[config.mk]
export PLATFORM = sky130hd
export DESIGN_NAME = deserializer
export DESIGN_NICKNAME = d
export VERILOG_FILES = /design/src/rtl/deserializer_pkg.sv /design/src/rtl/deserializer_idle_timer.sv /design/src/rtl/deserializer.sv
export SDC_FILE = /design/constraint.sdc
export NUM_CORES = 1
export LEC_CHECK = 0
export ABC_AREA = 1
export CORE_ASPECT_RATIO = 0.7
export CORE_UTILIZATION = 25
export CTS_BUF_LIST = sky130_fd_sc_hd__clkbuf_4 sky130_fd_sc_hd__clkbuf_8 sky130_fd_sc_hd__clkbuf_16
export CTS_CLUSTER_SIZE = 16
export DETAILED_ROUTE_END_ITERATION = 10
export PLACE_DENSITY = 0.45
export SKIP_CTS_REPAIR_TIMING = 1
export SLEW_MARGIN = 0
export SYNTH_ARGS = -nofsm -noshare
export SYNTH_HDL_FRONTEND = slang
export SYNTH_SLANG_ARGS = --single-unit
[constraint.sdc]
create_clock -name clk_i -period 2.4 [get_ports clk_i]
set_input_delay 0.48 -clock clk_i [delete_from_list [all_inputs] [get_ports clk_i]]
set_output_delay 0.48 -clock clk_i [all_outputs]
set_load 0.03 [all_outputs]
[src/rtl/deserializer_pkg.sv]
// Shared constants and FSM state type for the serial-to-parallel deserializer.
package deserializer_pkg;
  localparam int DATA_W_DEF = 16;
  localparam int MOD_W      = $clog2(DATA_W_DEF);

  typedef enum logic {
    IDLE = 1'b0,
    RECV = 1'b1
  } state_e;
endpackage

[src/rtl/deserializer_idle_timer.sv]
// Counts consecutive enabled cycles; expired pulses on the cycle the count reaches TIMEOUT.
module deserializer_idle_timer #(
  parameter int TIMEOUT = 8
) (
  input  logic clk_i,
  input  logic srst_i,
  input  logic clr_i,
  input  logic cnt_en_i,
  output logic expired_o
);
  localparam int CW = $clog2(TIMEOUT + 1);
  localparam logic [CW-1:0] LAST = CW'(TIMEOUT - 1);

  logic [CW-1:0] cnt;

  always_ff @(posedge clk_i) begin
    if (srst_i || clr_i) cnt <= '0;
    else if (cnt_en_i)   cnt <= cnt + 1'b1;
  end

  // Fires combinationally on the cycle that would make the count equal TIMEOUT.
  assign expired_o = cnt_en_i && (cnt == LAST);
endmodule

[src/rtl/deserializer.sv]
// MSB-first serial-to-parallel deserializer. Define DESER_FLUSH_EN to enable
// partial-word flush after TIMEOUT idle cycles.
module deserializer
  import deserializer_pkg::*;
#(
  parameter int DATA_W  = DATA_W_DEF,
  parameter int TIMEOUT = 8
) (
  input  logic                      clk_i,
  input  logic                      srst_i,
  input  logic                      ser_data_i,
  input  logic                      ser_data_val_i,
  output logic [DATA_W-1:0]         deser_data_o,
  output logic [$clog2(DATA_W)-1:0] deser_data_mod_o,
  output logic                      deser_data_val_o
);
  localparam int MW = $clog2(DATA_W);
  localparam logic [MW-1:0] LAST      = MW'(DATA_W - 1);
  localparam logic [MW-1:0] MIN_FLUSH = MW'(3);

  logic [DATA_W-1:0] sh;
  logic [MW-1:0]     cnt;
  logic [MW-1:0]     mod_q;
  state_e            state;
  logic              flush;

`ifdef DESER_FLUSH_EN
  deserializer_idle_timer #(.TIMEOUT(TIMEOUT)) u_idle_timer (
    .clk_i     (clk_i),
    .srst_i    (srst_i),
    .clr_i     ((state != RECV) || ser_data_val_i),
    .cnt_en_i  ((state == RECV) && !ser_data_val_i),
    .expired_o (flush)
  );
`else
  assign flush = 1'b0;
`endif

  assign deser_data_mod_o = mod_q;

  always_ff @(posedge clk_i) begin
    if (srst_i) begin
      sh               <= '0;
      cnt              <= '0;
      mod_q            <= '0;
      state            <= IDLE;
      deser_data_o     <= '0;
      deser_data_val_o <= 1'b0;
    end else begin
      deser_data_val_o <= 1'b0;
      if (ser_data_val_i) begin
        sh <= {sh[DATA_W-2:0], ser_data_i};
        if (cnt == LAST) begin
          deser_data_o     <= {sh[DATA_W-2:0], ser_data_i};
          mod_q            <= '0;
          deser_data_val_o <= 1'b1;
          cnt              <= '0;
          state            <= IDLE;
        end else begin
          cnt   <= cnt + 1'b1;
          state <= RECV;
        end
      end else if (flush) begin
        // Received bits sit in the low cnt positions; left-align them, zero-fill below.
        if (cnt >= MIN_FLUSH) begin
          deser_data_o     <= sh << (DATA_W - int'(cnt));
          mod_q            <= cnt;
          deser_data_val_o <= 1'b1;
        end
        sh    <= '0;
        cnt   <= '0;
        state <= IDLE;
      end
    end
  end
endmodule

==> impl_metrics.env <==
export IMPL_design_area_sq_um=1730
export IMPL_cts_buffer_depth=2
export IMPL_synth_compound_area_share=0.0688
export IMPL_crit_fanout=2
export IMPL_utilization=0.327
export IMPL_post_route_period_util=0.739
export IMPL_period_needed_ns=1.77
export IMPL_drc=0
export IMPL_finalSetupViolCount=0
export IMPL_first_pass_iters=4
export IMPL_placed_cell_area_sq_um=1630
export IMPL_cts_root_buf="clkbuf_8"
export IMPL_worstSetupPathType="flop to primary output"
export IMPL_grt_pass1_wl_mm=4.97
export IMPL_startpoint="deser_data_o[9]"
export IMPL_yosysUniqueCellTypes=20
export IMPL_dieWidth_um=90.8
export IMPL_diodes=0
export IMPL_cts_inserted_buffers=5
export IMPL_synthAdderAreaFrac=0.00906
export IMPL_synth_simple_area_share=0.319
export IMPL_status="finished, final reports clean"
export IMPL_clkLatencyLatePin_ns=0.28
export IMPL_drive_gt1_frac=0.0990
export IMPL_htree_levels=2
export IMPL_r2r_start="cnt[0]"
export IMPL_ys_warn_count=0
export IMPL_ys_seq_area_frac=0.522
export IMPL_drt_wl_total_mm=2.86
export IMPL_grt_pass1_vias=975
export IMPL_critical_path_arrival_ns=1.29
export IMPL_end_kind="primary output"
export IMPL_dp_hpwl_mm=1.88
export IMPL_nFillCells=584
export IMPL_area_growth_pct=25.2
export IMPL_placement_io_buffers=20
export IMPL_final_common_cell="dfxtp_1"
export IMPL_min_path_type="flop to flop"
export IMPL_layout_nets=196
export IMPL_muxShareOfSynthArea=0
export IMPL_maxCapViolCount=0
export IMPL_finalHoldViolCount=0
export IMPL_core_area_sq_um=5290
export IMPL_rsz0062_at_grt="no"
export IMPL_crit_family="buffers and inverters"
export IMPL_slowest_stage="clkdlybuf4s50_1"
export IMPL_die_h_um=64.2
export IMPL_netlist_instances=171
export IMPL_required_ns=1.92
export IMPL_place_gp_congestion=0.701
export IMPL_worst_path_buf_inv=1
export IMPL_die_area_sq_um=5830
export IMPL_crit_chain="clkdlybuf4s50_1"
export IMPL_final_antenna_net_count=0
export IMPL_wl_per_cell_um=10.8
export IMPL_timing_final_ws_setup_ns=0.627
export IMPL_num_io_pins=25
export IMPL_startpoint_type="flop"
export IMPL_synth_xor_area_frac=0
export IMPL_initialDrtViolationCount=38
export IMPL_grtUsageTotal=0.109
export IMPL_fmax_mhz=564
export IMPL_cts_tree="done"
export IMPL_placedCellCount=256
export IMPL_grt_max_degree=51
export IMPL_ir_drop_uv=189
export IMPL_clkSlewWorstSetupHoldPaths_ns=0.07
export IMPL_power_density_nw_per_um2=673
export IMPL_cpPeakStageDelay_ns=0.68
export IMPL_vias=1119
export IMPL_finalSetupTns_ns=0
export IMPL_synth_seq_cells=36
export IMPL_final_cells=264
export IMPL_dp_slack_ns=0.596
export IMPL_worstHoldStart="deser_data_o[8]"
export IMPL_layout_common_cells="dfxtp_1 (36), nor2_1 (35), nand3_1 (32)"
export IMPL_avgSynthCellArea_sq_um=8.08
export IMPL_clock_sink_count=36
export IMPL_antenna_found_initial=0
export IMPL_syn_area_sq_um=1380
export IMPL_start_util=0.261
export IMPL_synth_top_family_by_area="simple AND/OR/NAND/NOR gates"
export IMPL_via_per_inst=4.24
export IMPL_slew_violations=0
export IMPL_grt_ovfl_total=0
export IMPL_leakagePower_uw=0.000741
export IMPL_row_count=22
export IMPL_skew_ns=0.00383
-- synth_stat cells, drive strengths merged --
library cell   n  area share
ha             1      0.0091
dfxtp         36        0.52
inv            4       0.011
buf           11       0.060
nor3           1      0.0036
nand3         33        0.12
clkbuf         3      0.0082
o21ai         17       0.062
nor2          38        0.12
conb           1      0.0027
a21oi          2      0.0072
nand2         24       0.076
-- logic make-up (layout without fill, tap and decap cells) --
logic type               Yosys count  in the layout
adder cells (fa/ha/maj)            1              1
AND/OR/NAND/NOR                   96             96
flip-flops                        36             36
AO/OA/AOI/OAI                     19             19
other                              1              4
buffers and inverters             18             36
-- power by group --
part	leakage, uW	internal, uW	total, uW	switching, uW
Sequential	0.000294	617	631	14.9
Combinational	0.000395	25.8	74.3	48.6
Clock	0.0000523	257	458	201
-- final timing paths --
kind                      endpoint  cells after the start  slack (ns)
setup / recovery   deser_data_o[9]                      1        0.63
hold / removal     deser_data_o[8]                      2        0.46
setup reg to reg  deser_data_o[10]                      5        1.00
hold reg to reg    deser_data_o[8]                      2        0.46
-- per-stage QoR --
| step | hold slack, ns | power [uW] |
|---|---|---|
| global placement | 0.458 | 720 |
| global route | 0.487 | 1230 |
| finish | 0.464 | 1160 |
| floorplan | 0.444 | 700 |
| detailed placement | 0.461 | 720 |
| CTS | 0.471 | 1180 |
-- flip-flops by register name, indices dropped and copies added, names as in the netlist --
name / flops
deser_data_o: 16
sh: 15
cnt: 4
deser_data_val_o: 1
-- metal layers --
layer	wire, um	global-route usage	part of all wire	vias up
li1	-	-	-	589
met3	126	0.0357	0.044	5
met4	47	0.0476	0.016	0
met2	1000	0.140	0.35	27
met5	0	0	0	-
met1	1680	0.161	0.59	498
-- area by class of cell --
| type | count | area, sq um | share of cell area |
|---|---|---|---|
| tap | 72 | 90.1 | 0.0521 |
| multi-input combinational | 120 | 563 | 0.326 |
| timing repair buffer | 24 | 243 | 0.140 |
| inverter | 4 | 15.0 | 0.00868 |
| clock buffer | 8 | 97.6 | 0.0564 |
| sequential | 36 | 721 | 0.417 |
Power figures use the tool's default switching activity.
